===== src/rtl/int_issue_queue_pkg.sv =====
// int_issue_queue_pkg: shared width defaults and ALU opcode list for the integer issue queue.
package int_issue_queue_pkg;
    localparam int IQ_DATA_WIDTH   = 32;
    localparam int IQ_TAG_WIDTH    = 6;
    localparam int IQ_OPCODE_WIDTH = 5;

    typedef enum logic [IQ_OPCODE_WIDTH-1:0] {
        ALU_ADD  = 5'h00,
        ALU_SUB  = 5'h01,
        ALU_AND  = 5'h02,
        ALU_OR   = 5'h03,
        ALU_XOR  = 5'h04,
        ALU_SLL  = 5'h05,
        ALU_SRL  = 5'h06,
        ALU_SRA  = 5'h07,
        ALU_SLT  = 5'h08,
        ALU_SLTU = 5'h09
    } alu_op_e;
endpackage


===== src/rtl/int_issue_queue_iq_entry.sv =====
// iq_entry: one issue-queue slot; registers the content chosen by the top and applies CDB wakeup to it.
module iq_entry import int_issue_queue_pkg::*; #(
    parameter int DATA_WIDTH   = IQ_DATA_WIDTH,
    parameter int TAG_WIDTH    = IQ_TAG_WIDTH,
    parameter int OPCODE_WIDTH = IQ_OPCODE_WIDTH
) (
    input  logic                    clk,
    input  logic                    reset,
    input  logic                    cdb_valid,
    input  logic [TAG_WIDTH-1:0]    cdb_tag,
    input  logic [DATA_WIDTH-1:0]   cdb_data,
    input  logic                    d_busy,
    input  logic [OPCODE_WIDTH-1:0] d_opcode,
    input  logic [TAG_WIDTH-1:0]    d_rd_tag,
    input  logic [DATA_WIDTH-1:0]   d_imm,
    input  logic                    d_pend1,
    input  logic [TAG_WIDTH-1:0]    d_tag1,
    input  logic [DATA_WIDTH-1:0]   d_data1,
    input  logic                    d_pend2,
    input  logic [TAG_WIDTH-1:0]    d_tag2,
    input  logic [DATA_WIDTH-1:0]   d_data2,
    output logic                    q_busy,
    output logic [OPCODE_WIDTH-1:0] q_opcode,
    output logic [TAG_WIDTH-1:0]    q_rd_tag,
    output logic [DATA_WIDTH-1:0]   q_imm,
    output logic                    q_pend1,
    output logic [TAG_WIDTH-1:0]    q_tag1,
    output logic [DATA_WIDTH-1:0]   q_data1,
    output logic                    q_pend2,
    output logic [TAG_WIDTH-1:0]    q_tag2,
    output logic [DATA_WIDTH-1:0]   q_data2,
    output logic                    ready
);
    // Wakeup acts on the incoming content, so shifted and freshly dispatched entries are covered too.
    logic hit1, hit2;
    assign hit1  = d_pend1 & cdb_valid & (d_tag1 == cdb_tag);
    assign hit2  = d_pend2 & cdb_valid & (d_tag2 == cdb_tag);
    assign ready = q_busy & ~q_pend1 & ~q_pend2;

    always_ff @(posedge clk or negedge reset) begin
        if (!reset) begin
            q_busy   <= 1'b0;
            q_opcode <= '0;
            q_rd_tag <= '0;
            q_imm    <= '0;
            q_pend1  <= 1'b0;
            q_tag1   <= '0;
            q_data1  <= '0;
            q_pend2  <= 1'b0;
            q_tag2   <= '0;
            q_data2  <= '0;
        end else begin
            q_busy   <= d_busy;
            q_opcode <= d_opcode;
            q_rd_tag <= d_rd_tag;
            q_imm    <= d_imm;
            q_pend1  <= d_pend1 & ~hit1;
            q_tag1   <= d_tag1;
            q_data1  <= hit1 ? cdb_data : d_data1;
            q_pend2  <= d_pend2 & ~hit2;
            q_tag2   <= d_tag2;
            q_data2  <= hit2 ? cdb_data : d_data2;
        end
    end
endmodule


===== src/rtl/int_issue_queue.sv =====
// int_issue_queue: collapsing reservation-station FIFO for the integer ALU; issues the oldest ready entry.
module int_issue_queue import int_issue_queue_pkg::*; #(
    parameter int DEPTH        = 4,
    parameter int DATA_WIDTH   = IQ_DATA_WIDTH,
    parameter int TAG_WIDTH    = IQ_TAG_WIDTH,
    parameter int OPCODE_WIDTH = IQ_OPCODE_WIDTH
) (
    input  logic                    clk,
    input  logic                    reset,
    input  logic                    flush,
    input  logic                    dispatch_en,
    input  logic [OPCODE_WIDTH-1:0] dispatch_opcode,
    input  logic [TAG_WIDTH-1:0]    dispatch_rd_tag,
    input  logic [DATA_WIDTH-1:0]   dispatch_rs1_data,
    input  logic [TAG_WIDTH-1:0]    dispatch_rs1_tag,
    input  logic                    dispatch_rs1_valid,
    input  logic [DATA_WIDTH-1:0]   dispatch_rs2_data,
    input  logic [TAG_WIDTH-1:0]    dispatch_rs2_tag,
    input  logic                    dispatch_rs2_valid,
    input  logic [DATA_WIDTH-1:0]   dispatch_imm,
    input  logic [TAG_WIDTH-1:0]    CDB_tag,
    input  logic                    CDB_valid,
    input  logic [DATA_WIDTH-1:0]   CDB_data,
    output logic                    issueque_full,
    input  logic                    issue_ready,
    output logic                    issue_valid,
    output logic [OPCODE_WIDTH-1:0] issue_opcode,
    output logic [DATA_WIDTH-1:0]   issue_rs1_data,
    output logic [DATA_WIDTH-1:0]   issue_rs2_data,
    output logic [DATA_WIDTH-1:0]   issue_imm,
    output logic [TAG_WIDTH-1:0]    issue_rd_tag
);
    localparam int CW = $clog2(DEPTH + 1);

    // Index DEPTH is a permanently empty phantom slot feeding the top slot during a collapse.
    logic                    q_busy   [DEPTH+1];
    logic [OPCODE_WIDTH-1:0] q_opcode [DEPTH+1];
    logic [TAG_WIDTH-1:0]    q_rd_tag [DEPTH+1];
    logic [DATA_WIDTH-1:0]   q_imm    [DEPTH+1];
    logic                    q_pend1  [DEPTH+1];
    logic [TAG_WIDTH-1:0]    q_tag1   [DEPTH+1];
    logic [DATA_WIDTH-1:0]   q_data1  [DEPTH+1];
    logic                    q_pend2  [DEPTH+1];
    logic [TAG_WIDTH-1:0]    q_tag2   [DEPTH+1];
    logic [DATA_WIDTH-1:0]   q_data2  [DEPTH+1];
    logic [DEPTH-1:0]        rdy;
    logic [CW-1:0]           count, cnt_c, sel;
    logic                    fire, do_disp;

    assign q_busy[DEPTH]   = 1'b0;
    assign q_opcode[DEPTH] = '0;
    assign q_rd_tag[DEPTH] = '0;
    assign q_imm[DEPTH]    = '0;
    assign q_pend1[DEPTH]  = 1'b0;
    assign q_tag1[DEPTH]   = '0;
    assign q_data1[DEPTH]  = '0;
    assign q_pend2[DEPTH]  = 1'b0;
    assign q_tag2[DEPTH]   = '0;
    assign q_data2[DEPTH]  = '0;

    assign issueque_full = (count == CW'(DEPTH));
    assign issue_valid   = |rdy;
    assign fire          = issue_valid & issue_ready;
    assign do_disp       = dispatch_en & ~issueque_full;
    assign cnt_c         = count - CW'(fire);

    always_comb begin
        sel = '0;
        for (int k = DEPTH - 1; k >= 0; k--)
            if (rdy[k]) sel = CW'(k);
    end

    assign issue_opcode   = issue_valid ? q_opcode[sel] : '0;
    assign issue_rs1_data = issue_valid ? q_data1[sel]  : '0;
    assign issue_rs2_data = issue_valid ? q_data2[sel]  : '0;
    assign issue_imm      = issue_valid ? q_imm[sel]    : '0;
    assign issue_rd_tag   = issue_valid ? q_rd_tag[sel] : '0;

    always_ff @(posedge clk or negedge reset) begin
        if (!reset) count <= '0;
        else count <= flush ? '0 : cnt_c + CW'(do_disp);
    end

    for (genvar i = 0; i < DEPTH; i++) begin : g_slot
        logic ins, sh;
        assign ins = do_disp && (cnt_c == CW'(i));
        assign sh  = fire && (sel <= CW'(i));
        iq_entry #(
            .DATA_WIDTH  (DATA_WIDTH),
            .TAG_WIDTH   (TAG_WIDTH),
            .OPCODE_WIDTH(OPCODE_WIDTH)
        ) u_entry (
            .clk      (clk),
            .reset    (reset),
            .cdb_valid(CDB_valid),
            .cdb_tag  (CDB_tag),
            .cdb_data (CDB_data),
            .d_busy   (~flush & (ins | (sh ? q_busy[i+1] : q_busy[i]))),
            .d_opcode (ins ? dispatch_opcode    : sh ? q_opcode[i+1] : q_opcode[i]),
            .d_rd_tag (ins ? dispatch_rd_tag    : sh ? q_rd_tag[i+1] : q_rd_tag[i]),
            .d_imm    (ins ? dispatch_imm       : sh ? q_imm[i+1]    : q_imm[i]),
            .d_pend1  (ins ? dispatch_rs1_valid : sh ? q_pend1[i+1]  : q_pend1[i]),
            .d_tag1   (ins ? dispatch_rs1_tag   : sh ? q_tag1[i+1]   : q_tag1[i]),
            .d_data1  (ins ? dispatch_rs1_data  : sh ? q_data1[i+1]  : q_data1[i]),
            .d_pend2  (ins ? dispatch_rs2_valid : sh ? q_pend2[i+1]  : q_pend2[i]),
            .d_tag2   (ins ? dispatch_rs2_tag   : sh ? q_tag2[i+1]   : q_tag2[i]),
            .d_data2  (ins ? dispatch_rs2_data  : sh ? q_data2[i+1]  : q_data2[i]),
            .q_busy   (q_busy[i]),
            .q_opcode (q_opcode[i]),
            .q_rd_tag (q_rd_tag[i]),
            .q_imm    (q_imm[i]),
            .q_pend1  (q_pend1[i]),
            .q_tag1   (q_tag1[i]),
            .q_data1  (q_data1[i]),
            .q_pend2  (q_pend2[i]),
            .q_tag2   (q_tag2[i]),
            .q_data2  (q_data2[i]),
            .ready    (rdy[i])
        );
    end
endmodule

===== config.mk =====
export PLATFORM = sky130hd
export DESIGN_NAME = int_issue_queue
export DESIGN_NICKNAME = d
export VERILOG_FILES = /design/src/rtl/int_issue_queue_pkg.sv /design/src/rtl/int_issue_queue_iq_entry.sv /design/src/rtl/int_issue_queue.sv
export SDC_FILE = /design/constraint.sdc
export NUM_CORES = 2
export LEC_CHECK = 0
export ABC_AREA = 1
export CAP_MARGIN = 40
export CORE_MARGIN = 10
export CORE_UTILIZATION = 40
export CTS_BUF_LIST = sky130_fd_sc_hd__clkbuf_16
export CTS_CLUSTER_DIAMETER = 60
export DETAILED_ROUTE_END_ITERATION = 8
export PLACE_DENSITY = 0.7
export SLEW_MARGIN = 15
export SYNTH_ARGS = -nofsm -noshare
export SYNTH_HDL_FRONTEND = slang
export SYNTH_HIERARCHICAL = 1
export SYNTH_SLANG_ARGS = --single-unit
export TNS_END_PERCENT = 30

===== constraint.sdc =====
create_clock -name clk -period 9.5 [get_ports clk]
set_input_delay 1.9 -clock clk [delete_from_list [all_inputs] [get_ports clk]]
set_output_delay 1.9 -clock clk [all_outputs]
set_load 0.01 [all_outputs]

---- Yosys cells after proc, flatten, opt, wreduce, memory -nomap -nowiden ----
Index checks and enable logic that the tools add are counted.
operators by class
  order comparisons ....................... 5
  bitwise operators ....................... 61
  muxes and demuxes ....................... 107
  reductions and logical operators ........ 22
  $add $sub $neg .......................... 2
  eq/ne operators ......................... 12
operators by type and width
  kind                                                                               count
  32-bit two-way mux                                                                 39
  32-bit binary-select mux with 3-bit select                                         3
  6-bit two-way mux                                                                  27
  5-bit two-way mux                                                                  11
  6-bit equality test                                                                8
  1-bit bitwise AND                                                                  38
  3-bit nonzero test                                                                 8
  1-bit two-way mux                                                                  20
  6-bit binary-select mux with 3-bit select                                          1
  1-bit NOT                                                                          18
  5-bit binary-select mux with 3-bit select                                          1
  3-bit two-way mux                                                                  3
  1-bit logical AND                                                                  8
  2-bit nonzero test                                                                 4
  3-bit by 2-bit equality test with 1-bit output (second input constant)             2
  3-bit by 1-bit less-or-equal comparator with 1-bit output (second input constant)  2
  3-bit by 2-bit less-or-equal comparator with 1-bit output (second input constant)  2
  4-bit >= comparator (second input constant)                                        1
  2-bit two-way mux                                                                  2
  3-bit NOT with 4-bit output                                                        1
  1-bit bitwise OR                                                                   4
  4-bit OR reduction                                                                 1
  3-bit by 1-bit adder with 3-bit output                                             1
  3-bit by 1-bit equality test with 1-bit output (second input constant)             1
  other kinds (3)                                                                    3
storage, ports and cells
  input port bits ......................... 165
  logic and storage cells ................. 250
  bits in registers ....................... 491

---- Logic depth before layout (Yosys ltp) ----
  depth after elaboration ................. 15
  mapped depth ............................ 26

---- Cells and area by module ----
The synthesis kept the hierarchy.
modules (own cells, without submodules)
  module           area an instance (um2)  instances  cells each
  iq_entry         4325.4                  4          397
  int_issue_queue  16943.8                 1          3925

---- Least setup slack after synthesis ----
No wires, ideal clock.
  path kind ............................... input-to-reg
  from .................................... in issue_ready
  to ...................................... reg g_slot[1].u_entry.q_data1[10]
  buffers on the path ..................... 4
  library setup time ...................... 0.116 ns
  slack ................................... 5.289 ns
  data arrival time ....................... 4.094 ns
  stages .................................. 21
  data required time ...................... 9.384 ns
  cell sequence ........................... buf_2 > nand3_1 > inv_1 > ha_1 > inv_1 > nand2_1 > nand2_1 > nand3_2 > nor2_4 > nand2_1 > buf_2 > buf_2 > nand2_1 > nand2_1 > a21oi_1 > nand2_1 > nor2_4 > nand2_4 > buf_6 > nand2_1 > nand2_1
on the way
  cells in the longest elaborated chain, start to end .. 8
  elaborated cells between the ends (all ways) .. 15
  classes of those cells .................. 1 x add/sub; 2 x eq/ne; 6 x mux; 3 x bitwise; 3 x reduce/logical
ends and longest elaborated chain
  element                                                             line                                            text
  from (decl)                                                         int_issue_queue.sv:25                           input logic issue_ready,
  1-bit bitwise AND *                                                 int_issue_queue.sv:63                           assign fire = issue_valid & issue_ready;
  3-bit by 1-bit subtractor with 3-bit output                         int_issue_queue.sv:65                           assign cnt_c = count - CW'(fire);
  3-bit by 1-bit equality test with 1-bit output                      int_issue_queue.sv:86                           assign ins = do_disp && (cnt_c == CW'(i));
  1-bit logical AND                                                   int_issue_queue.sv:86
  6-bit two-way mux or 1-bit two-way mux (tied branches)              int_issue_queue.sv:103, int_issue_queue.sv:102
  6-bit equality test or 1-bit bitwise AND (tied branches)            int_issue_queue_iq_entry.sv:36                  assign hit1 = d_pend1 & cdb_valid & (d_tag1 == cdb_tag);
  1-bit bitwise AND                                                   int_issue_queue_iq_entry.sv:36
  3-bit nonzero test (no line) or 32-bit two-way mux (tied branches)  -
  to (signal assigned)                                                int_issue_queue_iq_entry.sv:59                  q_data1 <= hit1 ? cdb_data : d_data1;
  to (decl)                                                           int_issue_queue_iq_entry.sv:28                  output logic [DATA_WIDTH-1:0] q_data1,
Every way passes the cells marked *; elsewhere a longest branch is shown, timed or not.
A chain may end at the register's enable or synchronous reset.

---- Worst setup path in the final report ----
  from .................................... reg g_slot[2].u_entry.q_pend1
  to ...................................... out issue_rs2_data[27]
on the way
  cells in the longest elaborated chain, start to end .. 11
  elaborated cells between the ends (all ways) .. 12
  classes of those cells .................. 7 x mux; 4 x bitwise; 1 x reduce/logical
ends and longest elaborated chain
  element                                                line                            text
  from (decl)                                            int_issue_queue_iq_entry.sv:26  output logic q_pend1,
  from (signal assigned)                                 int_issue_queue_iq_entry.sv:57  q_pend1 <= d_pend1 & ~hit1;
  1-bit NOT *                                            int_issue_queue_iq_entry.sv:38  assign ready = q_busy & ~q_pend1 & ~q_pend2;
  1-bit bitwise AND * (2 in a row)                       int_issue_queue_iq_entry.sv:38
  net rdy[2]                                             int_issue_queue.sv:46           logic [DEPTH-1:0] rdy;
  2-bit two-way mux                                      int_issue_queue.sv:70           if (rdy[k]) sel = CW'(k);
  3-bit two-way mux (2 in a row)                         int_issue_queue.sv:70
  3-bit NOT with 4-bit output (not written as such)      int_issue_queue.sv:75           assign issue_rs2_data = issue_valid ? q_data2[sel] : '0;
  32-bit binary-select mux with 3-bit select             int_issue_queue.sv:75
  32-bit two-way mux (not written as such) (2 in a row)  int_issue_queue.sv:75
  32-bit two-way mux *                                   int_issue_queue.sv:75
  to (decl)                                              int_issue_queue.sv:29           output logic [DATA_WIDTH-1:0] issue_rs2_data,
The timed path passes the listed nets; every way through them passes the cells marked *. The select of a mux whose other input is x is not followed.

==> metrics.txt <==
Final ANT Viol Nets=0; Routability Congestion=between 0.8 and 0.9; FFs w/ async S/R, synth=1.00; global-route wire length before repair=~210000 microns; Synth cell types=25; Yosys top cell by area=dfrtp_1; FMAX=between 0.15 and 0.2 GHz; cell area after layout=a little under 40000 sq um; post-CTS setup buffers=0; Max FO, Critical Path=48; Slew HR=0.353; I/O pins=274; CTS tree=done; minimum clock period=6.40 ns; share of layout cells above drive strength 1=0.0409; leakage=about 21 nW; Slowest-stage cell, CP=clkdlybuf4s50_1; Slew Viols, Final=0; Worst Hold Class=reg -> reg; Clock Path Buffers=3; Synthesized Nets=approximately 5700; Synth Register Bits=a little under 500; CTS buffer count=59; filler instances=8661; Critical Path Max Stage Delay=approximately 0.66 ns; CTS HTree Levels=2; Synth Flop Type=dfrtp_1; count leader, synth=nand2_1; dpl cell area=roughly 37000 sq um; DRT iter0 DRCs=between 4000 and 5000; # rows=roughly 110; critical-path cell list=nor3b_1 -> inv_1 -> nand2_1 -> nand2_4 -> buf_4 -> buf_4 -> buf_16 -> nand3_1 -> nand3_1 -> a21oi_1 -> clkdlybuf4s50_1; skew final=0.0436 ns; WP data required=around 7.6 ns; CTS Root Cell=clkbuf_16; outcome=finished clean; total power=approximately 14 mW; top cell type's share of synthesized area=0.359; initial antenna violation count=16; Die W=313 microns; Worst Path Arrival=4.50 ns; Critical path buffers and inverters=5; Post-DP HPWL=80100 microns; Nets=about 5700; crit start category=flop; die area=97700 sq um; Routed WL=135000 microns; worst slew pin tran=between 0.9 and 1 ns; DRC=0; via count=between 30000 and 40000; synthesized area=34200 sq um; clock slew seen by the registers of the worst setup and hold paths=approximately 0.070 ns; Yosys warnings=6; Mapped Cells=5513; pwr/cell area=approximately 360 nW/um^2; Via-to-Cell Ratio=5.50; Resized cells post-CTS=0; synth top area cells=dfrtp_1, nand2_1, nand3_1, inv_1, o21ai_0; reg-to-reg startpoint=g_slot[2].u_entry/q_pend1; Clock Latency Late Sink=0.65 ns; fin crit share=0.673; endpoints failing hold=0; largest net degree at the start of global routing=between 100 and 150; vias in the first global route=between 30000 and 40000; RSZ-0062 raised after global routing=no; area growth from synthesis to layout=14.6%; Worst Hold Launch=g_slot[3].u_entry/q_busy; CP top delay family=buffers and inverters; WHS=between 0.5 and 0.6 ns; Placeable Area=85000 sq um; drt wl/cell=about 20 microns; die height=313 microns; Hold-fix buffers, CTS=0; CP Launch Point=g_slot[2].u_entry/q_pend1; grt ovf=0; EDFF count, synth=0; syn avg cell area=6.21 sq um; peak supply drop=0.234 mV; Crit Path Class=reg -> out; setup_tns=0 ns; synth cell count leaders=nand2_1, nand3_1, inv_1, dfrtp_1, o21ai_0; CP Capture Type=output port; clk sink count=491; TritonRoute pass-1 iters=9; endpoints failing setup=0; GRT Util Overall=0.267; Max-cap violations=0; Starting Density=0.403; Seq/Total Area, Yosys=0.359; number of port buffers=around 270
worst min-delay path, stage by stage, from the launching register on:
cell     delay, ns
dfrtp_1       0.39
nand2_1       0.07
a21oi_1       0.06
final timing paths:
check / slack (ns) / endpoint / depth (start not counted)
setup / recovery: 3.10 / issue_rs2_data[27] / 11
hold / removal: 0.55 / g_slot[3].u_entry/q_busy / 2
setup reg to reg: 4.26 / g_slot[3].u_entry/q_data2[20] / 23
hold reg to reg: 0.55 / g_slot[3].u_entry/q_busy / 2
max in group asynchronous: 6.79 / g_slot[0].u_entry/q_data1[5] / 2
min in group asynchronous: 1.32 / g_slot[1].u_entry/q_imm[14] / 1
layer usage:
metal,vias up,global-route usage,part of all wire
li1,17368,-,-
met1,17031,0.347,0.39
met2,2120,0.416,0.45
met3,359,0.0603,0.11
met4,12,0.130,0.047
met5,-,0,0.00060
where the power goes:
part	switching [mW]	leakage (nW)	internal (mW)
combinational	5.73	13.6	2.61
sequential	0.409	6.28	3.03
clock	0.989	0.924	1.21
total	7.13	20.8	6.85
logic make-up (layout without fill, tap and decap cells):
kind of cell / Yosys count / after routing / synth area share
other: 0 / 8 / 0
and+or+nand+nor: 3548 / 3548 / 0.439
DFF: 491 / 491 / 0.359
adders and majority gates: 2 / 2 / 0.000731
buffers and inverters: 972 / 1013 / 0.126
muxes: 1 / 1 / 0.000292
xor gates and xnor gates: 8 / 8 / 0.00205
AOI/OAI and AO/OA: 491 / 491 / 0.0726
state kept, by name (all words and copies together) (netlist names), 20 cells and up:
name,count
g_slot.u_entry/q_data1,128
g_slot.u_entry/q_data2,128
g_slot.u_entry/q_imm,128
g_slot.u_entry/q_opcode,20
g_slot.u_entry/q_rd_tag,24
g_slot.u_entry/q_tag1,24
g_slot.u_entry/q_tag2,24
layout make-up:
cell class / instances / area [sq um] / area share
multi-input cells: 4050 / 17700 / 0.452
inverters: 549 / 2070 / 0.0528
clock buffers: 59 / 1480 / 0.0376
clock inverters: 51 / 335 / 0.00854
repair buffers: 354 / 3900 / 0.0994
well taps: 1144 / 1430 / 0.0365
diodes: 8 / 20.0 / 0.000510
flip-flops and latches: 491 / 12300 / 0.313
placed cells by master, fill, tap and decap left out, types with 17 or more instances in the layout:
| cell | n |
|---|---|
| a21oi_1 | 130 |
| buf_12 | 19 |
| buf_4 | 45 |
| clkbuf_16 | 59 |
| clkdlybuf4s50_1 | 272 |
| clkinv_1 | 24 |
| dfrtp_1 | 491 |
| inv_1 | 532 |
| inv_2 | 20 |
| nand2_1 | 2175 |
| nand2_4 | 17 |
| nand3_1 | 1178 |
| nor2_1 | 150 |
| nor2_4 | 19 |
| o21ai_0 | 351 |
per-stage QoR:
stage               instances  worst slack (ns)  utilization
floorplan                5513              5.29            -
global placement         6559              2.33        0.432
detailed placement       6583              2.76        0.439
CTS                      6693              2.82        0.460
global route             6700              2.85        0.462
finish                   6706              3.10        0.462
Note: power is estimated with default switching activity, not from simulation.
